--- src/rtl/vending_machine_multi_if.sv ---
// rtl/vending_machine_multi_if.sv - Front-end/dispenser signal bundle for vending_machine_multi
// Ports: coin pulses, product select, cancel, restock and hopper ack toward the vendor;
//        vend pulse/id, credit, reject/error pulses, empty flags and change handshake back.
// master: front-end side (drives i_*), slave: vendor side (drives o_*).
interface vending_machine_multi_if #(
    parameter int N_PROD     = 4,
    parameter int MAX_CREDIT = 20
);
    localparam int SEL_W    = (N_PROD > 1) ? $clog2(N_PROD) : 1;
    localparam int CREDIT_W = $clog2(MAX_CREDIT + 1);

    logic                i_nickle;
    logic                i_dime;
    logic                i_quarter;
    logic                i_sel_valid;
    logic [SEL_W-1:0]    i_sel_id;
    logic                i_cancel;
    logic                i_restock;
    logic                i_change_ack;
    logic                o_soda;
    logic [SEL_W-1:0]    o_prod_id;
    logic [CREDIT_W-1:0] o_credit;
    logic                o_coin_reject;
    logic                o_sel_err;
    logic [N_PROD-1:0]   o_empty;
    logic                o_change_valid;
    logic [1:0]          o_change_type;
    logic                o_busy;

    modport master (
        output i_nickle, i_dime, i_quarter, i_sel_valid, i_sel_id,
               i_cancel, i_restock, i_change_ack,
        input  o_soda, o_prod_id, o_credit, o_coin_reject, o_sel_err,
               o_empty, o_change_valid, o_change_type, o_busy
    );

    modport slave (
        input  i_nickle, i_dime, i_quarter, i_sel_valid, i_sel_id,
               i_cancel, i_restock, i_change_ack,
        output o_soda, o_prod_id, o_credit, o_coin_reject, o_sel_err,
               o_empty, o_change_valid, o_change_type, o_busy
    );
endinterface

--- src/rtl/vending_machine_multi.sv ---
// rtl/vending_machine_multi.sv - Multi-product vendor with per-product stock and coin-by-coin change
// Ports: clk (rising edge), rst (async, active high), bus (vending_machine_multi_if.slave):
//        coin/select/cancel/restock/ack inputs, vend/credit/reject/error/empty/change/busy outputs.
module vending_machine_multi #(
    parameter int N_PROD     = 4,
    parameter int PRICE      = 4,
    parameter int MAX_CREDIT = 20,
    parameter int STOCK_INIT = 8,
    parameter int STOCK_W    = 4
) (
    input  logic                    clk,
    input  logic                    rst,
    vending_machine_multi_if.slave  bus
);
    localparam int SEL_W    = (N_PROD > 1) ? $clog2(N_PROD) : 1;
    localparam int CREDIT_W = $clog2(MAX_CREDIT + 1);
    // Wide enough for credit plus a quarter even when the ceiling is tiny.
    localparam int SUM_W    = CREDIT_W + 3;

    typedef enum logic [1:0] {S_IDLE, S_CREDIT, S_VEND, S_CHANGE} state_t;

    state_t              state;
    logic [CREDIT_W-1:0] credit;
    logic [CREDIT_W-1:0] remaining;
    logic [STOCK_W-1:0]  stock     [N_PROD];
    logic [STOCK_W-1:0]  stock_nxt [N_PROD];
    logic [SEL_W-1:0]    prod_id;
    logic                soda;
    logic                coin_reject;
    logic                sel_err;
    logic [N_PROD-1:0]   empty;
    logic                change_valid;
    logic [1:0]          change_type;
    logic                busy;

    // Greedy change: largest coin not exceeding what is still owed.
    function automatic logic [CREDIT_W-1:0] chg_val(input logic [CREDIT_W-1:0] r);
        if (32'(r) >= 5)      return CREDIT_W'(5);
        else if (32'(r) >= 2) return CREDIT_W'(2);
        return CREDIT_W'(1);
    endfunction

    function automatic logic [1:0] chg_code(input logic [CREDIT_W-1:0] r);
        if (32'(r) >= 5)      return 2'b11;
        else if (32'(r) >= 2) return 2'b10;
        return 2'b01;
    endfunction

    // One coin per cycle, nickle beats dime beats quarter.
    logic [2:0]       coin_val;
    logic             coin_any;
    logic [SUM_W-1:0] coin_sum;
    logic             coin_fits;

    always_comb begin
        coin_val = 3'd0;
        if (bus.i_nickle)       coin_val = 3'd1;
        else if (bus.i_dime)    coin_val = 3'd2;
        else if (bus.i_quarter) coin_val = 3'd5;
    end

    assign coin_any  = (coin_val != 3'd0);
    assign coin_sum  = SUM_W'(credit) + SUM_W'(coin_val);
    assign coin_fits = (coin_sum <= SUM_W'(MAX_CREDIT));

    // An out-of-range id matches no product, so it reads as out of stock.
    logic sel_stocked;
    logic sel_ok;
    logic vend_take;

    always_comb begin
        sel_stocked = 1'b0;
        for (int p = 0; p < N_PROD; p++) begin
            if (bus.i_sel_id == SEL_W'(p) && stock[p] != '0) sel_stocked = 1'b1;
        end
    end

    assign sel_ok    = sel_stocked && (32'(credit) >= PRICE);
    assign vend_take = (state == S_CREDIT) && !bus.i_cancel && bus.i_sel_valid && sel_ok;

    // Restock overrides a same-cycle vend decrement.
    always_comb begin
        for (int p = 0; p < N_PROD; p++) begin
            stock_nxt[p] = stock[p];
            if (bus.i_restock)
                stock_nxt[p] = STOCK_W'(STOCK_INIT);
            else if (vend_take && bus.i_sel_id == SEL_W'(p))
                stock_nxt[p] = stock[p] - STOCK_W'(1);
        end
    end

    always_ff @(posedge clk or posedge rst) begin
        if (rst) begin
            for (int p = 0; p < N_PROD; p++) stock[p] <= STOCK_W'(STOCK_INIT);
            empty <= '0;
        end else begin
            for (int p = 0; p < N_PROD; p++) begin
                stock[p] <= stock_nxt[p];
                empty[p] <= (stock_nxt[p] == '0);
            end
        end
    end

    logic [CREDIT_W-1:0] rem_after;
    assign rem_after = remaining - chg_val(remaining);

    always_ff @(posedge clk or posedge rst) begin
        if (rst) begin
            state        <= S_IDLE;
            credit       <= '0;
            remaining    <= '0;
            prod_id      <= '0;
            soda         <= 1'b0;
            coin_reject  <= 1'b0;
            sel_err      <= 1'b0;
            change_valid <= 1'b0;
            change_type  <= 2'b00;
            busy         <= 1'b0;
        end else begin
            soda        <= 1'b0;
            coin_reject <= 1'b0;
            sel_err     <= 1'b0;
            case (state)
                S_IDLE: begin
                    // Credit is zero here, so any select is short of the price.
                    sel_err <= bus.i_sel_valid;
                    if (coin_any) begin
                        if (coin_fits) begin
                            credit <= coin_sum[CREDIT_W-1:0];
                            state  <= S_CREDIT;
                        end else begin
                            coin_reject <= 1'b1;
                        end
                    end
                end
                S_CREDIT: begin
                    if (bus.i_cancel) begin
                        remaining    <= credit;
                        credit       <= '0;
                        change_valid <= 1'b1;
                        change_type  <= chg_code(credit);
                        busy         <= 1'b1;
                        coin_reject  <= coin_any;
                        state        <= S_CHANGE;
                    end else if (vend_take) begin
                        prod_id     <= bus.i_sel_id;
                        remaining   <= credit - CREDIT_W'(PRICE);
                        credit      <= '0;
                        soda        <= 1'b1;
                        busy        <= 1'b1;
                        coin_reject <= coin_any;
                        state       <= S_VEND;
                    end else begin
                        sel_err <= bus.i_sel_valid;
                        if (coin_any) begin
                            if (coin_fits) credit <= coin_sum[CREDIT_W-1:0];
                            else           coin_reject <= 1'b1;
                        end
                    end
                end
                S_VEND: begin
                    coin_reject <= coin_any;
                    if (remaining != '0) begin
                        change_valid <= 1'b1;
                        change_type  <= chg_code(remaining);
                        state        <= S_CHANGE;
                    end else begin
                        busy  <= 1'b0;
                        state <= S_IDLE;
                    end
                end
                S_CHANGE: begin
                    coin_reject <= coin_any;
                    if (bus.i_change_ack) begin
                        remaining <= rem_after;
                        if (rem_after == '0) begin
                            change_valid <= 1'b0;
                            change_type  <= 2'b00;
                            busy         <= 1'b0;
                            state        <= S_IDLE;
                        end else begin
                            change_type <= chg_code(rem_after);
                        end
                    end
                end
                default: state <= S_IDLE;
            endcase
        end
    end

    assign bus.o_soda         = soda;
    assign bus.o_prod_id      = prod_id;
    assign bus.o_credit       = credit;
    assign bus.o_coin_reject  = coin_reject;
    assign bus.o_sel_err      = sel_err;
    assign bus.o_empty        = empty;
    assign bus.o_change_valid = change_valid;
    assign bus.o_change_type  = change_type;
    assign bus.o_busy         = busy;
endmodule
--- src/flat_wrapper.sv ---
// flat-port wrapper written by rule: the top's interface ports become plain ports
module vending_machine_multi_flat 
#(
    parameter int N_PROD     = 4,
    parameter int PRICE      = 4,
    parameter int MAX_CREDIT = 20,
    parameter int STOCK_INIT = 8,
    parameter int STOCK_W    = 4
)
  (clk, rst, bus_i_nickle, bus_i_dime, bus_i_quarter, bus_i_sel_valid, bus_i_sel_id, bus_i_cancel, bus_i_restock, bus_i_change_ack, bus_o_soda, bus_o_prod_id, bus_o_credit, bus_o_coin_reject, bus_o_sel_err, bus_o_empty, bus_o_change_valid, bus_o_change_type, bus_o_busy);
  vending_machine_multi_if #(.N_PROD(N_PROD), .MAX_CREDIT(MAX_CREDIT)) bus_i ();
  input  logic clk;
  input  logic rst;
  input wire logic [$bits(bus_i.i_nickle)-1:0] bus_i_nickle;
  input wire logic [$bits(bus_i.i_dime)-1:0] bus_i_dime;
  input wire logic [$bits(bus_i.i_quarter)-1:0] bus_i_quarter;
  input wire logic [$bits(bus_i.i_sel_valid)-1:0] bus_i_sel_valid;
  input wire logic [$bits(bus_i.i_sel_id)-1:0] bus_i_sel_id;
  input wire logic [$bits(bus_i.i_cancel)-1:0] bus_i_cancel;
  input wire logic [$bits(bus_i.i_restock)-1:0] bus_i_restock;
  input wire logic [$bits(bus_i.i_change_ack)-1:0] bus_i_change_ack;
  output wire logic [$bits(bus_i.o_soda)-1:0] bus_o_soda;
  output wire logic [$bits(bus_i.o_prod_id)-1:0] bus_o_prod_id;
  output wire logic [$bits(bus_i.o_credit)-1:0] bus_o_credit;
  output wire logic [$bits(bus_i.o_coin_reject)-1:0] bus_o_coin_reject;
  output wire logic [$bits(bus_i.o_sel_err)-1:0] bus_o_sel_err;
  output wire logic [$bits(bus_i.o_empty)-1:0] bus_o_empty;
  output wire logic [$bits(bus_i.o_change_valid)-1:0] bus_o_change_valid;
  output wire logic [$bits(bus_i.o_change_type)-1:0] bus_o_change_type;
  output wire logic [$bits(bus_i.o_busy)-1:0] bus_o_busy;
  assign bus_i.i_nickle = bus_i_nickle;
  assign bus_i.i_dime = bus_i_dime;
  assign bus_i.i_quarter = bus_i_quarter;
  assign bus_i.i_sel_valid = bus_i_sel_valid;
  assign bus_i.i_sel_id = bus_i_sel_id;
  assign bus_i.i_cancel = bus_i_cancel;
  assign bus_i.i_restock = bus_i_restock;
  assign bus_i.i_change_ack = bus_i_change_ack;
  assign bus_o_soda = bus_i.o_soda;
  assign bus_o_prod_id = bus_i.o_prod_id;
  assign bus_o_credit = bus_i.o_credit;
  assign bus_o_coin_reject = bus_i.o_coin_reject;
  assign bus_o_sel_err = bus_i.o_sel_err;
  assign bus_o_empty = bus_i.o_empty;
  assign bus_o_change_valid = bus_i.o_change_valid;
  assign bus_o_change_type = bus_i.o_change_type;
  assign bus_o_busy = bus_i.o_busy;
  vending_machine_multi #(.N_PROD(N_PROD), .PRICE(PRICE), .MAX_CREDIT(MAX_CREDIT), .STOCK_INIT(STOCK_INIT), .STOCK_W(STOCK_W)) u_core (.clk(clk), .rst(rst), .bus(bus_i));
endmodule
--- config.mk ---
export PLATFORM = sky130hd
export DESIGN_NAME = vending_machine_multi_flat
export DESIGN_NICKNAME = d
export VERILOG_FILES = /design/src/rtl/vending_machine_multi_if.sv /design/src/rtl/vending_machine_multi.sv /design/src/flat_wrapper.sv
export SDC_FILE = /design/constraint.sdc
export NUM_CORES = 1
export LEC_CHECK = 0
export CAP_MARGIN = 20
export CORE_MARGIN = 10
export CORE_UTILIZATION = 40
export CTS_CLUSTER_SIZE = 25
export DETAILED_ROUTE_END_ITERATION = 7
export GPL_TIMING_DRIVEN = 0
export SETUP_SLACK_MARGIN = 0.05
export SLEW_MARGIN = 10
export SYNTH_ARGS = -nofsm -noshare
export SYNTH_HDL_FRONTEND = slang
export SYNTH_SLANG_ARGS = --single-unit
--- constraint.sdc ---
create_clock -name clk -period 2.7 [get_ports clk]
set_input_delay 0.54 -clock clk [delete_from_list [all_inputs] [get_ports clk]]
set_output_delay 0.54 -clock clk [all_outputs]
set_load 0.01 [all_outputs]
==> flow_metrics.env <==
export IMPL_status="finished clean"
export IMPL_num_vias=2290
export IMPL_clock_latency_ns=0.31
export IMPL_power_leakage_uw=0.00148
export IMPL_utilization=0.540
export IMPL_place_area_sq_um=3070
export IMPL_ys_warn_count=0
export IMPL_worstSetupStartpointType="flop"
export IMPL_cts_buffers=5
export IMPL_dieHeight_um=102
export IMPL_synth_top_cells_by_area="dfrtp_1 (35%), ha_1 (6.1%), xnor2_1 (5.6%), nor2_1 (4.5%), dfstp_2 (3.9%)"
export IMPL_die_x_um=102
export IMPL_drtPass1Iterations=4
export IMPL_synth_area_leader_cell="dfrtp_1"
export IMPL_row_count=29
export IMPL_drc=0
export IMPL_cp_data_required_time_ns=2.90
export IMPL_synth_cell_types=47
export IMPL_total_power_uw=3330
export IMPL_cpMaxStageDelayCell="fa_2"
export IMPL_routed_via_density=5.40
export IMPL_worst_pin_slew_ns=0.703
export IMPL_postSynthCellCount=293
export IMPL_rrSetupSlack_ns=0.03
export IMPL_ys_seq_area_frac=0.387
export IMPL_final_cell_area_sq_um=3470
export IMPL_antenna_found_initial=0
export IMPL_nets=372
export IMPL_grt_use_total=0.125
export IMPL_rr_endpoint="u_core.bus.o_change_type[1]"
export IMPL_skew_ns=0.00748
export IMPL_place_congestion=0.845
export IMPL_htree_levels=2
export IMPL_root_buffer="clkbuf_8"
export IMPL_diodes=0
export IMPL_cap_violations=0
export IMPL_portBuffers=25
export IMPL_max_slew_margin=0.528
export IMPL_grt_max_degree=33
export IMPL_cts_sinks=41
export IMPL_power_density_nw_per_um2=960
export IMPL_io_pins=29
export IMPL_cts_tree="yes"
export IMPL_irDropWorstVdd_uv=289
export IMPL_fmax_ghz=0.375
export IMPL_ys_flop_type="dfrtp_1"
export IMPL_cts_path_max_buffers=2
export IMPL_synth_top_cell_area_share=0.347
export IMPL_rsz0062_at_grt="yes"
export IMPL_synth_edff_count=0
export IMPL_path_max_fanout=4
export IMPL_min_path_type="in2async"
export IMPL_slew_violations=0
export IMPL_drive_above_1_share=0.248
export IMPL_critical_path_startpoint="u_core.remaining[1]"
export IMPL_synth_nets=319
export IMPL_grt_ovfl_total=0
export IMPL_min_period_ns=2.67
export IMPL_grt_pass1_vias=2280
export IMPL_finalCritPeriodShare=0.988
export IMPL_worstPathCellList="o21a_1 -> nor3_2 -> o21ai_2 -> fa_2 -> a211oi_4 -> xnor2_2 -> o2111ai_2 -> buf_4 -> buf_6 -> o211ai_1 -> nand2_1"
export IMPL_dieArea_sq_um=10300
export IMPL_crit_end="u_core.bus.o_change_type[1]"
export IMPL_worstPathArrival_ns=2.87
export IMPL_start_util=0.415
export IMPL_ant_nets=0
export IMPL_drt_iter0_drc=62
export IMPL_avgSynthCellArea_sq_um=9.10
export IMPL_reg2reg_depth=11
export IMPL_hold_violations=0
export IMPL_synth_common_cells="dfrtp_1 (37), nor2_1 (32), inv_1 (26)"
export IMPL_grt_pass1_wl_mm=10.5
export IMPL_cpPeakStageDelay_ns=0.45
export IMPL_worstSetupPathType="reg2reg"
export IMPL_end_kind="flop"
export IMPL_dp_final_hpwl_mm=4.57
export IMPL_cts_hold_buf=0
export IMPL_area_delta_synth_final_pct=30.0
export IMPL_core_area_sq_um=6420
export IMPL_async_reset_ff_frac=1.00
export IMPL_clk_pin_slew_ns=0.09
export IMPL_wirelength_mm=6.51
export IMPL_synthesis_area_sq_um=2670
export IMPL_r2r_start="u_core.remaining[1]"
export IMPL_setup_violations=0
export IMPL_synth_seq_cells=41
export IMPL_wl_per_cell_um=15.4
export IMPL_yosysMostFrequentCell="dfrtp_1"
==> kinds of logic after synthesis <==
logic type               Yosys count  synth area share
flip-flops                        41             0.387
buffers and inverters             36            0.0521
multiplexers                       5            0.0206
adder cells (fa/ha/maj)           15            0.0760
AND/OR/NAND/NOR                  109             0.230
XOR/XNOR                          18            0.0591
AO/OA/AOI/OAI                     69             0.176
==> worst max-delay path: cells and delay by family (launching register included) <==
| kind | cells | cell delay [ns] |
|---|---|---|
| AO/OA/AOI/OAI | 5 | 0.98 |
| flip-flops | 1 | 0.43 |
| AND/OR/NAND/NOR | 2 | 0.23 |
| XOR/XNOR | 1 | 0.17 |
| buffers and inverters | 2 | 0.30 |
| adder cells (fa/ha/maj) | 1 | 0.45 |
==> cell type report <==
type	instances	area, sq um
Tap cell	77	96.3
Multi-Input combinational cell	216	1690
Timing Repair Buffer	46	415
Inverter	26	97.6
Sequential cell	41	1040
Fill cell	595	2960
Buffer	10	41.3
Clock buffer	5	68.8
Clock inverter	3	25.0
==> layer usage <==
layer,global-route usage,part of all wire,vias to the layer above
li1,-,-,1145
met1,0.152,0.44,1102
met2,0.214,0.50,35
met3,0.0313,0.043,8
met4,0.0341,0.0091,0
met5,0,0,-
==> state kept, by name, summed over array words and instances (netlist names) <==
signal                     cells
u_core.bus.o_credit            5
u_core.remaining               5
u_core.bus.o_sel_err           1
u_core.bus.o_change_valid      1
u_core.bus.o_empty             4
u_core.bus.o_soda              1
u_core.stock                  16
u_core.bus.o_coin_reject       1
u_core.state                   2
u_core.bus.o_prod_id           2
u_core.bus.o_busy              1
u_core.bus.o_change_type       2
==> where the power goes <==
group	internal, uW	switching (uW)	total [uW]
sequential	757	135	892
clock	189	255	444
combinational	931	1060	1990
total	1880	1450	3330
==> cells in the final DEF (no fill, tap or decap), types with 5 or more instances in the layout <==
| master | Yosys | routed |
|---|---|---|
| nor4_1 | 9 | 7 |
| nand2b_1 | 8 | 6 |
| clkbuf_8 | 0 | 5 |
| dfrtp_1 | 37 | 32 |
| o21ai_0 | 13 | 9 |
| a21oi_1 | 18 | 17 |
| buf_2 | 3 | 5 |
| nand2_1 | 19 | 19 |
| dfrtp_2 | 0 | 5 |
| inv_1 | 26 | 24 |
| ha_1 | 13 | 11 |
| a21o_1 | 7 | 7 |
| nor3_1 | 12 | 10 |
| nor2_1 | 32 | 32 |
| buf_4 | 0 | 19 |
| clkbuf_1 | 7 | 7 |
| xnor2_1 | 17 | 15 |
| clkdlybuf4s50_1 | 0 | 22 |
==> worst min path at each step <==
stage | depth (start not counted) | slack [ns] | endpoint
6_report | 2 | 0.46 | u_core.bus.o_change_type[1]
2_1_floorplan | 2 | 0.50 | u_core.stock[5]
4_1_cts | 2 | 0.47 | u_core.bus.o_change_type[1]
5_1_grt | 2 | 0.49 | u_core.remaining[4]
3_3_place_gp | 2 | 0.46 | u_core.bus.o_change_type[1]
3_5_place_dp | 2 | 0.47 | u_core.bus.o_change_type[1]
==> timing repair <==
action                                  in CTS  in global routing
endpoints found under the setup margin      12                 16
gates resized for setup                     21                 26
setup buffers                                7                 13
pin swaps                                    8                 21
==> through the flow <==
| step | TNS, ns | std cells | hold WS [ns] | setup slack [ns] |
|---|---|---|---|---|
| finish | 0 | 424 | 0.461 | 0.0316 |
| global placement | -4.64 | 395 | 0.461 | -0.664 |
| detailed placement | -4.80 | 396 | 0.466 | -0.711 |
| global route | -0.214 | 424 | 0.490 | -0.0853 |
| floorplan | 0 | 293 | 0.502 | 0.0502 |
| CTS | 0 | 411 | 0.469 | 0.0601 |
(Power assumes the default switching activity.)
